==> src/rtl/pwmcap_pkg.sv <==
// Shared types and default constants for the PWM capture block.
package pwmcap_pkg;

    localparam int unsigned DEF_DIV = 10;
    localparam int unsigned DEF_NOM = 65536;
    localparam int unsigned DEF_TOL = 4;

    typedef enum logic [1:0] {
        SYNC,
        HIGH,
        LOW
    } state_e;

endpackage

==> src/rtl/sync_edge.sv <==
// Two-flop synchronizer for an asynchronous pin followed by a registered
// rise/fall detector; an edge on the pin shows up as an event 3 clk later.
module sync_edge (
    input  logic clk,
    input  logic rst,
    input  logic pin,
    output logic rise,
    output logic fall
);

    logic s1_q, s1_d;
    logic s2_q, s2_d;
    logic prev_q, prev_d;
    logic rise_q, rise_d;
    logic fall_q, fall_d;

    always_comb begin
        s1_d   = pin;
        s2_d   = s1_q;
        prev_d = s2_q;
        rise_d = s2_q & ~prev_q;
        fall_d = ~s2_q & prev_q;
    end

    always_ff @(posedge clk or posedge rst) begin
        if (rst) begin
            s1_q   <= 1'b0;
            s2_q   <= 1'b0;
            prev_q <= 1'b0;
            rise_q <= 1'b0;
            fall_q <= 1'b0;
        end else begin
            s1_q   <= s1_d;
            s2_q   <= s2_d;
            prev_q <= prev_d;
            rise_q <= rise_d;
            fall_q <= fall_d;
        end
    end

    assign rise = rise_q;
    assign fall = fall_q;

endmodule

==> src/rtl/pwm_capture.sv <==
// Measures high time and period of a PWM input in sample ticks, flags
// out-of-tolerance periods and a pin that stops toggling.
module pwm_capture
    import pwmcap_pkg::*;
#(
    parameter int unsigned DIV   = DEF_DIV,
    parameter int unsigned CNT_W = 17,
    parameter int unsigned NOM   = DEF_NOM,
    parameter int unsigned TOL   = DEF_TOL
) (
    input  logic             clk,
    input  logic             rst,
    input  logic             pwm_in,
    output logic [15:0]      duty,
    output logic [CNT_W-1:0] period,
    output logic             valid,
    output logic             period_err,
    output logic             stuck_hi,
    output logic             stuck_lo
);

    localparam int unsigned DW = (DIV > 1) ? $clog2(DIV) : 1;
    localparam logic [CNT_W-1:0] LIM  = CNT_W'(NOM + TOL);
    localparam logic [CNT_W-1:0] LO_B = CNT_W'((NOM > TOL) ? (NOM - TOL) : 0);

    logic rise, fall, tick;

    sync_edge u_sync_edge (
        .clk  (clk),
        .rst  (rst),
        .pin  (pwm_in),
        .rise (rise),
        .fall (fall)
    );

    logic [DW-1:0]    div_q, div_d;
    state_e           state_q, state_d;
    logic [CNT_W-1:0] hi_cnt_q, hi_cnt_d, per_cnt_q, per_cnt_d;
    logic [CNT_W-1:0] hi_tk, per_tk;
    logic [15:0]      duty_q, duty_d;
    logic [CNT_W-1:0] period_q, period_d;
    logic             valid_q, valid_d, err_q, err_d;
    logic             shi_q, shi_d, slo_q, slo_d;

    function automatic logic [CNT_W-1:0] sat_inc(input logic [CNT_W-1:0] v);
        return (&v) ? v : v + 1'b1;
    endfunction

    assign tick  = (div_q == DW'(DIV - 1));
    assign div_d = tick ? '0 : div_q + 1'b1;

    // The tick of the current clk is folded in before any edge is acted on,
    // so a coincident tick belongs to the phase being left.
    assign hi_tk  = tick ? sat_inc(hi_cnt_q) : hi_cnt_q;
    assign per_tk = tick ? sat_inc(per_cnt_q) : per_cnt_q;

    always_comb begin
        state_d   = state_q;
        hi_cnt_d  = hi_cnt_q;
        per_cnt_d = per_cnt_q;
        duty_d    = duty_q;
        period_d  = period_q;
        valid_d   = 1'b0;
        err_d     = err_q;
        shi_d     = shi_q;
        slo_d     = slo_q;
        case (state_q)
            SYNC: begin
                if (rise) begin
                    state_d   = HIGH;
                    hi_cnt_d  = '0;
                    per_cnt_d = '0;
                end
            end
            HIGH: begin
                hi_cnt_d  = hi_tk;
                per_cnt_d = per_tk;
                if (per_tk >= LIM) begin
                    state_d   = SYNC;
                    shi_d     = 1'b1;
                    slo_d     = 1'b0;
                    duty_d    = '1;
                    valid_d   = 1'b1;
                    hi_cnt_d  = '0;
                    per_cnt_d = '0;
                end else if (fall) begin
                    state_d = LOW;
                end
            end
            LOW: begin
                per_cnt_d = per_tk;
                if (per_tk >= LIM) begin
                    state_d   = SYNC;
                    shi_d     = 1'b0;
                    slo_d     = 1'b1;
                    duty_d    = '0;
                    valid_d   = 1'b1;
                    hi_cnt_d  = '0;
                    per_cnt_d = '0;
                end else if (rise) begin
                    state_d   = HIGH;
                    duty_d    = (|hi_cnt_q[CNT_W-1:16]) ? 16'hFFFF : hi_cnt_q[15:0];
                    period_d  = per_tk;
                    err_d     = (per_tk > LIM) || (per_tk < LO_B);
                    shi_d     = 1'b0;
                    slo_d     = 1'b0;
                    valid_d   = 1'b1;
                    hi_cnt_d  = '0;
                    per_cnt_d = '0;
                end
            end
            default: state_d = SYNC;
        endcase
    end

    always_ff @(posedge clk or posedge rst) begin
        if (rst) begin
            div_q     <= '0;
            state_q   <= SYNC;
            hi_cnt_q  <= '0;
            per_cnt_q <= '0;
            duty_q    <= '0;
            period_q  <= '0;
            valid_q   <= 1'b0;
            err_q     <= 1'b0;
            shi_q     <= 1'b0;
            slo_q     <= 1'b0;
        end else begin
            div_q     <= div_d;
            state_q   <= state_d;
            hi_cnt_q  <= hi_cnt_d;
            per_cnt_q <= per_cnt_d;
            duty_q    <= duty_d;
            period_q  <= period_d;
            valid_q   <= valid_d;
            err_q     <= err_d;
            shi_q     <= shi_d;
            slo_q     <= slo_d;
        end
    end

    assign duty       = duty_q;
    assign period     = period_q;
    assign valid      = valid_q;
    assign period_err = err_q;
    assign stuck_hi   = shi_q;
    assign stuck_lo   = slo_q;

endmodule
==> config.mk <==
export PLATFORM = sky130hd
export DESIGN_NAME = pwm_capture
export DESIGN_NICKNAME = d
export VERILOG_FILES = /design/src/rtl/pwmcap_pkg.sv /design/src/rtl/sync_edge.sv /design/src/rtl/pwm_capture.sv
export SDC_FILE = /design/constraint.sdc
export NUM_CORES = 1
export LEC_CHECK = 0
export ABC_AREA = 1
export BUFFER_PORTS_ARGS = -buffer_cell sky130_fd_sc_hd__buf_4
export CAP_MARGIN = 20
export CELL_PAD_IN_SITES_DETAIL_PLACEMENT = 1
export CELL_PAD_IN_SITES_GLOBAL_PLACEMENT = 1
export CORE_MARGIN = 2
export CORE_UTILIZATION = 47
export CTS_CLUSTER_DIAMETER = 200
export CTS_CLUSTER_SIZE = 30
export DETAILED_ROUTE_END_ITERATION = 12
export GPL_ROUTABILITY_DRIVEN = 0
export PLACE_DENSITY = 0.9
export SLEW_MARGIN = 20
export SYNTH_ARGS = -nofsm -noshare
export SYNTH_HDL_FRONTEND = slang
export SYNTH_SLANG_ARGS = --single-unit
==> constraint.sdc <==
create_clock -name clk -period 3.65 [get_ports clk]
set_input_delay 0.5475 -clock clk [delete_from_list [all_inputs] [get_ports clk]]
set_output_delay 0.5475 -clock clk [all_outputs]
set_load 0.01 [all_outputs]
Yosys cells after proc, flatten, opt, wreduce, memory -nomap -nowiden
Cells that the tools add are included.
{"block": "totals", "register_bits": 82, "input_bits": 3, "output_inout_bits": 37, "word_cells": 80}
{"block": "op_classes", "addsub": 3, "order_cmp": 3, "n_eq_ne": 9, "muxes": 35, "bitwise_logic": 5, "reduce_logical": 10}
{"cell": "17-bit 2-to-1 mux", "count": 11}
{"cell": "17-bit one-hot mux with 3 select lines", "count": 2}
{"cell": "16-bit 2-to-1 mux", "count": 4}
{"cell": "17-bit by 1-bit adder with 17-bit output, second input constant", "count": 2}
{"cell": "17-bit AND reduction", "count": 2}
{"cell": "16-bit one-hot mux with 2 select lines", "count": 1}
{"cell": "17-bit greater-or-equal comparator, second input constant", "count": 1}
{"cell": "17-bit > comparator, second input constant", "count": 1}
{"cell": "17-bit by 16-bit < comparator with 1-bit output, second input constant", "count": 1}
{"cell": "3-bit AND reduction", "count": 3}
{"cell": "1-bit 2-to-1 mux", "count": 8}
{"cell": "2-bit 2-to-1 mux", "count": 4}
{"cell": "3-bit by 2-bit != test with 1-bit output, second input constant", "count": 2}
{"cell": "3-bit != test, second input constant", "count": 2}
{"cell": "1-bit one-hot mux with 2 select lines", "count": 3}
{"cell": "2-bit one-hot mux with 3 select lines", "count": 1}
{"cell": "4-bit by 1-bit adder with 4-bit output, second input constant", "count": 1}
{"cell": "4-bit equality test, second input constant", "count": 1}
{"cell": "4-bit 2-to-1 mux", "count": 1}
{"cell": "1-bit NOT", "count": 3}
{"cell": "3-bit nonzero test", "count": 1}
{"cell": "1-bit bitwise AND", "count": 2}
{"cell": "2-bit by 1-bit equality test with 1-bit output, second input constant", "count": 1}
{"cell": "2-bit equality test, second input constant", "count": 1}
{"cell": "6 further kinds", "count": 6}

Longest topological paths before layout
Gate-level depths: netlist (run 1).
{"block": "depth", "ltp_word": 6, "mapped_depth": 20, "ltp_nobuf": 19}

Cells and area by module
A second synthesis (run 1) with hierarchy kept.
{"block": "hier_totals", "cells_unflattened": 672, "area_unflattened_um2": 4869.7}
{"module": "pwm_capture", "n_inst": 1, "cells_each": 662, "area_per_inst_um2": 4725.8, "seq_area_each_um2": 1926.8}
{"module": "sync_edge", "n_inst": 1, "cells_each": 10, "area_per_inst_um2": 143.9, "seq_area_each_um2": 125.1}

Worst setup path before layout (run 1)
Ideal clock, no wire load.
{"block": "synth_timing", "path_type": "reg2reg", "startpoint": "register hi_cnt_q[0]", "endpoint": "register hi_cnt_q[10]", "setup_time_ps": 117, "arrival_ps": 2331, "required_ps": 3533, "path_slack_ps": 1202, "path_stages_with_launch": 18, "path_buffers": 1, "synth_period_minus_slack_ps": 2448, "cell_sequence": "dfrtp_1 > ha_1 > nand2_1 > nor2_1 > nand3_1 > nor3_1 > nand3_1 > nor2_1 > nand3_1 > nor3_1 > ha_1 > or2_2 > nand3_2 > nand2_4 > buf_4 > nor2_1 > nand2_1 > nand2_1"}
{"block": "synth_via", "elab_chain_len": 5, "elab_cells_between_ends": 8, "cone_classes": "add/sub: 1; eq/ne: 1; mux: 4; reduce/logical: 2"}
{"element": "from (decl)", "line_no": "pwm_capture.sv:38", "rtl": "logic [CNT_W-1:0] hi_cnt_q, hi_cnt_d, per_cnt_q, per_cnt_d;"}
{"element": "from (signal assigned)", "line_no": "pwm_capture.sv:131", "rtl": "hi_cnt_q <= hi_cnt_d;"}
{"element": "17-bit by 1-bit adder with 17-bit output", "line_no": "pwm_capture.sv:46", "rtl": "return (&v) ? v : v + 1'b1;"}
{"element": "17-bit 2-to-1 mux", "line_no": "pwm_capture.sv:46"}
{"element": "17-bit 2-to-1 mux", "line_no": "pwm_capture.sv:54", "rtl": "assign hi_tk = tick ? sat_inc(hi_cnt_q) : hi_cnt_q;"}
{"element": "17-bit 2-to-1 mux", "line_no": "pwm_capture.sv:78", "rtl": "if (per_tk >= LIM) begin"}
{"element": "17-bit one-hot mux with 3 select lines", "line_no": "pwm_capture.sv:67", "rtl": "case (state_q)"}
Parallel ways exist; a longest one is shown, timed or not. The select of a mux whose other input is x is not followed.
A chain may end at the register's enable or synchronous reset.

Worst setup path in the final report (run 1)
{"block": "layout_timing", "startpoint": "register per_cnt_q[0]", "endpoint": "register duty_q[0] (netlist: duty[0])"}
{"block": "layout_via", "elab_chain_len": 6, "elab_cells_between_ends": 10, "cone_classes": "add/sub: 1; order compare: 1; eq/ne: 2; mux: 4; reduce/logical: 2"}
{"element": "from (decl)", "line_no": "pwm_capture.sv:38"}
{"element": "from (signal assigned)", "line_no": "pwm_capture.sv:132", "rtl": "per_cnt_q <= per_cnt_d;"}
{"element": "17-bit by 1-bit adder with 17-bit output or 17-bit AND reduction (tied branches)", "line_no": "pwm_capture.sv:46"}
{"element": "17-bit 2-to-1 mux", "line_no": "pwm_capture.sv:46"}
{"element": "17-bit 2-to-1 mux (*)", "line_no": "pwm_capture.sv:55", "rtl": "assign per_tk = tick ? sat_inc(per_cnt_q) : per_cnt_q;"}
{"element": "17-bit greater-or-equal comparator (*)", "line_no": "pwm_capture.sv:78, pwm_capture.sv:92"}
{"element": "3-bit by 2-bit != test with 1-bit output (no line), or another cell as far along"}
{"element": "3-bit AND reduction (no line) or 16-bit one-hot mux with 2 select lines (tied branches)"}
{"element": "to (signal assigned)", "line_no": "pwm_capture.sv:133", "rtl": "duty_q <= duty_d;"}
{"element": "to (decl)", "line_no": "pwm_capture.sv:40", "rtl": "logic [15:0] duty_q, duty_d;"}
Mark *: on every way between the ends. The rest lies on a longest branch, timed or not.

==> run metrics, run 1 <==
Port Buffers 39; Syn Area/Cell 7.16 sq um; CP Launch Type flip-flop; crit path capture type flip-flop; synth top area cells dfrtp_1, nand2_1, nand3_1; Antenna Cells 0; clk_lat worst skew 0.37 ns; Pleak 2.71 nW; Max Fclk 0.307 GHz; Worst EP required 3.95 ns; Synth top area share 41.2%; Post-synth top cells nand2_1, inv_1, dfrtp_1; share of cells above drive strength 1 12.8%; via count 4737; row count 37; nets@finish 733; outcome completed; die height 107 um; Layout area overhead 10.9%; Primary FF master, synth dfrtp_1; initial antenna violation count 0; Overflow after GRT 0; largest net degree at the start of global routing 60; area leader, netlist dfrtp_1; register area share after synthesis 41.2%; TritonCTS clock tree done; Max VDD drop 0.402 mV; Syn Inst Count 695; number of synthesized register bits 82; Tightest Pin Transition 0.916 ns; Post-synth EDFFs 0; relative slew slack 39.0%; drt pass-1 iters 4; Final Worst Setup Slack 0.393 ns; DR DRC count 0; vias in the first global route 4912; DRT Wirelength 14300 um; Post-CTS Setup Inserts 0; critical-path maximum fanout 51; CTS resizes 0; critical path type reg2reg; Max Cap Viol 0; Tmin final 3.26 ns; Die Area 11400 sq um; post-DP HPWL 9970 um; drt first-iter violations 333; # hold bufs at CTS 0; I/O Pins 40; Layout Skew 0.00962 ns; CTS Buffer Depth 2; Initial Utilization 48.2%; H-tree depth 3; vias per cell 5.49; WP data arrival 3.56 ns; Num Clock Sinks 82; Post-DRT Antenna Nets 0; CTS clock-pin slew for the worst setup and hold paths 0.09 ns; pwr/cell area 666 nW/um^2; Num CTS Buffers 9; Setup WS pre-CTS 0.364 ns; FFs w/ async S/R, synth 100%; setup TNS 0 ns; Cell variety after synth 31; drt wl/cell 16.6 um; Hold WC Path Type in2reg; core area 10300 sq um; global-route wire length before repair 24400 um; Synth Cell Area 4970 sq um; synth warn 0; fillers 1382; Max Slew Vio Count 0; most frequent cell after synthesis nand2_1; fin crit share 89.2%; RSZ-0062 raised after global routing false; All-Layer GR Usage 26.8%; Final Hold Viols 0; syn_nets 706; Die Width 107 um; CTS Root Cell clkbuf_8; # setup viols final 0
metal layers:
metal | GRT usage (%) | part of all wire [%] | up-vias
li1 | - | - | 2268
met1 | 36.7 | 46 | 2349
met2 | 44.5 | 49 | 103
met3 | 3.28 | 3.5 | 17
met4 | 8.35 | 1.4 | 0
met5 | 0 | 0 | -
registers in the layout, indices dropped and copies added (netlist names):
name and cells:
div_q 4, duty 16, hi_cnt_q 17, per_cnt_q 17
period 17, period_err 1, state_q 2, stuck_hi 1
stuck_lo 1, u_sync_edge.fall 1, u_sync_edge.prev_d 1, u_sync_edge.prev_q 1
u_sync_edge.rise 1, u_sync_edge.s1_q 1, valid 1
power by group:
group | total (W) | internal [W] | switching [W]
combinational | 0.00170 | 0.000612 | 0.00109
sequential | 0.00135 | 0.00112 | 0.000224
clock | 0.000627 | 0.000253 | 0.000374
metrics by stage:
stage | cells | util, % | power [W] | hold WS, ns | instance area (sq um)
floorplan | 695 | - | 0.00251 | 0.331 | 4970
global placement | 847 | 51.7 | 0.00290 | 0.346 | 5340
detailed placement | 847 | 51.7 | 0.00305 | 0.336 | 5340
CTS | 863 | 53.4 | 0.00369 | 0.272 | 5510
global route | 863 | 53.4 | 0.00399 | 0.265 | 5520
finish | 863 | 53.4 | 0.00367 | 0.280 | 5520
final timing paths:
kind / to / slack, ns / cells past startpoint / start
worst max register to register: duty[0] / 0.39 / 15 / per_cnt_q[0]
max in group asynchronous: duty[12] / 2.54 / 3 / rst
min in group asynchronous: duty[4] / 0.30 / 2 / rst
worst max-delay path: duty[0] / 0.39 / 15 / per_cnt_q[0]
worst min-delay path: u_sync_edge.s1_q / 0.28 / 1 / pwm_in
worst min register to register: u_sync_edge.prev_d / 0.36 / 0 / u_sync_edge.s1_q
kinds of logic after synthesis:
family | count (synthesis) | share of synthesized area [%]
adders and majority gates | 8 | 2.01
and+or+nand+nor | 381 | 33.4
xor gates and xnor gates | 18 | 3.17
DFF | 82 | 41.2
AOI/OAI and AO/OA | 84 | 9.96
buffers and inverters | 122 | 10.2
final cells by class:
class,count,area (sq um),share of cell area (%)
flip-flops and latches,82,2050,37.2
inverters,90,340,6.17
well taps,136,170,3.08
multi-input cells,491,2410,43.8
repair buffers,48,364,6.60
clock buffers,9,124,2.25
clock inverters,7,52.6,0.953
critical path, cell delays in order (launching register included):
cell	delay, ns
dfrtp_1	0.44
ha_1	0.28
nand3_2	0.13
nor2_2	0.08
nand3_4	0.22
nand3_1	0.11
a21oi_1	0.41
nand3_1	0.18
nor2_1	0.16
nand2_1	0.10
nand2_4	0.18
buf_6	0.34
o21ai_0	0.25
nand2_1	0.14
nand2_1	0.06
o21ai_1	0.10
placed cells by master, fill, tap and decap left out, types with 2 or more instances in the layout:
cell type,n
o21ai_0,39
o22ai_2,7
o21ai_1,19
dfrtp_1,82
clkbuf_8,9
clkinv_2,2
nand2_4,3
nor4_1,3
nor2_2,6
nand2_2,2
nand2_1,184
nand4_1,5
xor2_1,17
inv_2,3
nand3_2,3
inv_6,3
nand3_1,80
nor3_1,8
inv_1,86
nor2_1,80
buf_4,47
nand3b_1,4
a21oi_1,9
ha_1,8
o22ai_1,9
No activity file was read; power rests on OpenSTA's default activity.
==> inputs of run 2 (changes only) <==
- ABC_AREA: 1 -> default
- CORE_UTILIZATION: 47 -> 50
- SLEW_MARGIN: 20 -> default
==> run 2 against run 1 <==
  * Clock skew up 0.0040 ns
  * Critical endpoint is now period[9]
  * First-iteration DRC count increased by 29%
  * Sequential share of layout area shrank 0.18 points
  * Critical path depth is 5 lower
  * Utilization up 3.8 points
  * Register-to-register slack got worse by 0.23 ns
  * Power is 26% lower
  * Design area rose by 0.48%
  * Synthesized area fell by 0.91%
  * Critical path type unchanged
  * Routed wire length increased by 0.43%
  * Non-clock buffer count is 16 higher
==> run metrics, run 2 <==
Syn Area/Cell 9.27 sq um; Layout Skew 0.0136 ns; via count 4443; Final Hold Viols 0; Synth top area share 41.6%; critical-path maximum fanout 10; Post-synth EDFFs 0; initial antenna violation count 0; CTS clock-pin slew for the worst setup and hold paths 0.09 ns; synth warn 0; FFs w/ async S/R, synth 100%; Overflow after GRT 0; Port Buffers 39; pwr/cell area 490 nW/um^2; largest net degree at the start of global routing 32; Num Clock Sinks 82; # setup viols final 0; Cell variety after synth 66; register area share after synthesis 41.6%; Initial Utilization 50.9%; post-DP HPWL 10200 um; Placed Cells 691; Hold WC Path Type in2async; most frequent cell after synthesis dfrtp_1; TritonCTS clock tree done; WHS 0.197 ns; Worst EP required 3.89 ns; Finished Layout Cells 706; drt first-iter violations 431; vias per cell 6.29; global-route wire length before repair 23100 um; syn_nets 543; H-tree depth 3; core area 9680 sq um; Syn Inst Count 532; clk_lat worst skew 0.37 ns; Layout area overhead 12.4%; most common cell after layout, fill and taps aside dfrtp_1; share of cells above drive strength 1 20.4%; Tightest Pin Transition 0.830 ns; All-Layer GR Usage 28.3%; drt pass-1 iters 7; critical path type reg2reg; outcome completed; Antenna Cells 0; Synth Cell Area 4930 sq um; RSZ-0062 raised after global routing false; Post-CTS Setup Inserts 0; CTS Root Cell clkbuf_8; relative slew slack 44.7%; Num CTS Buffers 9; DRT Wirelength 14400 um; Die Area 10700 sq um; DR DRC count 0; row count 36; Pleak 2.32 nW; setup TNS 0 ns; Pwr Total 0.00272 W; synth top area cells dfrtp_1, mux2_2, o21ai_0; fillers 1155; Max Fclk 0.287 GHz; most frequent cells in the layout dfrtp_1, buf_4, nor2_1; number of synthesized register bits 82; Max Slew Vio Count 0; CP Launch Type flip-flop; vias in the first global route 4428; drt wl/cell 20.3 um; I/O Pins 40; Die Width 103 um; die height 103 um; WP data arrival 3.73 ns; Post-DRT Antenna Nets 0; Tmin final 3.49 ns; fin crit share 95.6%; area leader, netlist dfrtp_1; Max VDD drop 0.359 mV; nets@finish 580; crit path capture type flip-flop; Post-synth top cells dfrtp_1, nor2_1, nand2_1, o21ai_0, inv_1; Primary FF master, synth dfrtp_1; CTS Buffer Depth 2; Max Cap Viol 0
==> run 2: area by class of cell <==
type,instances,area [sq um],area share (%)
multi-input cells,385,2580,46.5
flip-flops and latches,82,2050,37.0
repair buffers,64,484,8.74
well taps,133,166,3.00
clock buffers,10,128,2.30
inverters,27,103,1.85
clock inverters,5,32.5,0.587
==> run 2: path summary, 6_finish.rpt <==
kind | start | to | slack, ns | cells past startpoint
max reg2reg | per_cnt_q[0] | period[9] | 0.16 | 10
min | rst | u_sync_edge.prev_q | 0.20 | 2
max in group asynchronous | rst | per_cnt_q[4] | 2.63 | 3
max | per_cnt_q[0] | period[9] | 0.16 | 10
min in group clk | pwm_in | u_sync_edge.s1_q | 0.29 | 1
min reg2reg | u_sync_edge.s1_q | u_sync_edge.prev_d | 0.36 | 0
==> run 2: what timing repair did <==
item,4_1_cts,5_1_grt
hold buffers,0,0
gates resized for setup,0,5
endpoints found under the setup margin,0,27
==> run 2: worst max-delay path, stage by stage (launching register included) <==
cell	delay (ns)
dfrtp_1	0.38
ha_1	0.34
and3_2	0.35
and3_1	0.27
a31o_2	0.22
nand3_1	0.08
or4_4	0.57
o22ai_2	0.32
and3_1	0.23
buf_4	0.22
mux2_2	0.36
==> run 2: through the flow <==
| step | cell area (sq um) | utilization (%) | setup slack (ns) |
|---|---|---|---|
| 4_1_cts | 5530 | 57.1 | 0.128 |
| 5_1_grt | 5540 | 57.2 | 0.00750 |
| 6_report | 5540 | 57.2 | 0.162 |
| 3_3_place_gp | 5370 | 55.4 | 0.377 |
| 3_5_place_dp | 5370 | 55.4 | 0.165 |
| 2_1_floorplan | 4930 | - | 0.496 |
==> run 2: power by group <==
part           internal, W  switching, W
registers          0.00101     0.0000700
logic             0.000383      0.000669
clock network     0.000241      0.000347
==> run 2: cells by family (layout without fill, tap and decap cells) <==
group / Yosys count / after routing / synth area share [%]
muxes: 36 / 36 / 8.00
AOI/OAI and AO/OA: 143 / 143 / 19.6
buffers and inverters: 65 / 106 / 6.37
xor gates and xnor gates: 16 / 16 / 2.84
and+or+nand+nor: 182 / 182 / 19.5
DFF: 82 / 82 / 41.6
adders and majority gates: 8 / 8 / 2.03
==> run 2: metal layers <==
metal	GRT usage, %	share of wire, %	up-vias
li1	-	-	2011
met2	45.0	49	150
met5	0	0	-
met3	3.97	5.1	17
met1	39.7	45	2265
met4	10.2	1.2	0
==> inputs of run 3 (changes only) <==
- CORE_MARGIN: 2 -> default
- CORE_UTILIZATION: 50 -> 52
- CTS_BUF_LIST: default -> sky130_fd_sc_hd__clkbuf_4 sky130_fd_sc_hd__clkbuf_8
- PLACE_DENSITY: 0.9 -> 0.93
- SYNTH_HIERARCHICAL: default -> 1
==> run 3 against run 2 <==
  * Global-route usage is 4.7 points higher
  * Fmax shrank 0.94%
  * Highest routed layer unchanged
  * First-iteration DRC count fell by 5.8%
  * Sequential share of layout area is 1.4 points higher
  * Sequential power is essentially flat
  * Hold slack lost 0.12 ns
  * Utilization grew 3.7 points
  * Combinational power hardly changed
  * Sequential cell count stayed put
  * Routed wire length up 5.6%
  * Clock power grew 10%
  * Clock-buffer cell count is 1 higher
==> run metrics, run 3 <==
outcome completed; Reg2Reg Depth 9; Final Hold Viols 0; Die Width 97.5 um; largest net degree at the start of global routing 34; Post-DP Area 5140 sq um; Syn Area/Cell 9.24 sq um; Syn Inst Count 513; Clock Power Share 23.3%; # hold bufs at CTS 0; Pleak 2.38 nW; CP max stage delay 0.46 ns; Final Worst Setup Slack 0.129 ns; relative slew slack 28.0%; FFs w/ async S/R, synth 100%; Overflow after GRT 0; register area share after synthesis 43.3%; Post-CTS Setup Inserts 0; Layout area overhead 12.8%; share of cells above drive strength 1 19.4%; Tightest Pin Transition 1.08 ns; Hold WC Path Type in2async; Max VDD drop 0.257 mV; Cell variety after synth 63; r2r startpoint per_cnt_q[10]; most common cell after layout, fill and taps aside dfrtp_1; Setup WS pre-CTS 0.151 ns; number of synthesized register bits 82; Finished Layout Cells 660; fin crit share 96.5%; TritonCTS clock tree done; switch share 40.4%; switching pwr 0.00112 W; most frequent cells in the layout dfrtp_1, buf_4, o21ai_0; CTS Root Cell clkbuf_8; # setup viols final 0; synth warn 6; reg2reg end hi_cnt_q[12]; area leader, netlist dfrtp_1; pwr/cell area 521 nW/um^2; Antenna Cells 0; register area 2050 sq um; M1 WL 6400 um; Port Buffers 39; die height 97.5 um; All-Layer GR Usage 33.0%; internal power 0.00166 W; drt pass-1 iters 5; critical path, cell by cell nand4_1 -> nor3_2 -> a211o_1 -> mux2_2 -> and3_1 -> a21oi_4 -> buf_6 -> and4b_1 -> a221o_1; Post-synth top cells dfrtp_1, o21ai_0, nor2_1; syn_nets 524; Layout Skew 0.0169 ns; DR DRC count 0; Synth Cell Area 4740 sq um; Initial Utilization 54.1%; clk_lat worst skew 0.38 ns; RSZ-0062 raised after global routing false; critical-path maximum fanout 32; global-route wire length before repair 24600 um; CP Launch Type flip-flop; crit path capture type flip-flop; Primary FF master, synth dfrtp_1; Num CTS Buffers 9; Max Fclk 0.284 GHz; post-route design area 5340 sq um; WP data arrival 3.78 ns; drt wl/cell 23.0 um; Synth top area share 43.3%; CTS clock-pin slew for the worst setup and hold paths 0.09 ns; Num Clock Sinks 82; setup TNS 0 ns; initial antenna violation count 0; CTS resizes 0; row count 34; Max Cap Viol 0; post-DP HPWL 10400 um; Reg power frac 39.0%; fillers 1010; multi-input logic area 2470 sq um; Die Area 9500 sq um; via count 4471; synth top area cells dfrtp_1, o21ai_0, nor2_1; Post-DRT Antenna Nets 0; vias per cell 6.77; DRT Wirelength 15200 um; drt first-iter violations 406; metal3 WL 1070 um; Post-Route Utilization 61.0%; Post-synth EDFFs 0; Tmin final 3.52 ns; Placed Cells 644; H-tree depth 3; nets@finish 558; Max Slew Vio Count 0; uppermost routed layer met4; most frequent cell after synthesis dfrtp_1; crit-path leading delay family simple AND/OR/NAND/NOR gates; FF-to-FF setup slack 0.13 ns; DR WL met2 7280 um; I/O Pins 40; critical path type reg2reg; CTS Buffer Depth 2; Worst EP required 3.90 ns; Worst path slowest cell dfrtp_1; core area 8760 sq um; vias in the first global route 4600; Comb pwr share 37.7%; crit path buf inv count 1
==> run 3: cell types whose count changed after synthesis, moves of 11 or more <==
cell      change
a221o_1      +13
a22o_1       +11
a31oi_1      -11
inv_1        -15
o211ai_1     -12
o21ai_0      +20
==> run 3: layout make-up <==
cell class,instances,share of cell area (%)
clock inverters,5,0.702
flip-flops and latches,82,38.4
clock buffers,11,2.83
well taps,108,2.53
repair buffers,59,8.36
multi-input cells,382,46.3
inverters,13,0.913
==> run 3: power by group through the flow <==
| stage | Combinational (W) | Clock (W) | Sequential, W |
|---|---|---|---|
| 2_1_floorplan | 0.000600 | 0 | 0.00112 |
| 3_3_place_gp | 0.000954 | 0 | 0.00110 |
| 3_5_place_dp | 0.00101 | 0 | 0.00110 |
| 4_1_cts | 0.00103 | 0.000650 | 0.00108 |
| 5_1_grt | 0.00113 | 0.000685 | 0.00110 |
| 6_report | 0.00105 | 0.000649 | 0.00108 |
==> run 3: metal layers <==
layer / vias to the layer above / track usage, %
li1: 1961 / -
met1: 2267 / 44.5
met2: 198 / 51.2
met3: 45 / 7.70
met4: 0 / 14.0
met5: - / 0
==> run 3: worst max-delay path by stage <==
| stage | startpoint | end | slack [ns] | cells past startpoint |
|---|---|---|---|---|
| 2_1_floorplan | div_q[2] | period[0] | 0.86 | 11 |
| 3_5_place_dp | per_cnt_q[10] | period[14] | 0.15 | 8 |
| 5_1_grt | per_cnt_q[10] | hi_cnt_q[12] | 0.02 | 9 |
| 3_3_place_gp | per_cnt_q[10] | period[8] | 0.45 | 8 |
| 6_report | per_cnt_q[10] | hi_cnt_q[12] | 0.13 | 9 |
| 4_1_cts | per_cnt_q[10] | period[14] | 0.002 | 8 |
==> run 3: cell families (layout without fill, tap and decap cells) <==
family | count (synthesis) | after routing | share of synthesized area, %
xor gates and xnor gates | 13 | 13 | 2.40
muxes | 21 | 21 | 4.99
and+or+nand+nor | 184 | 184 | 20.2
AOI/OAI and AO/OA | 156 | 156 | 22.1
adders and majority gates | 8 | 8 | 2.11
DFF | 82 | 82 | 43.3
buffers and inverters | 49 | 88 | 4.83
==> run 3: through the flow <==
stage          power, W  hold slack (ns)
2_1_floorplan   0.00172            0.326
4_1_cts         0.00276           0.0742
3_3_place_gp    0.00205            0.336
6_report        0.00278           0.0772
3_5_place_dp    0.00211            0.336
5_1_grt         0.00291           0.0771
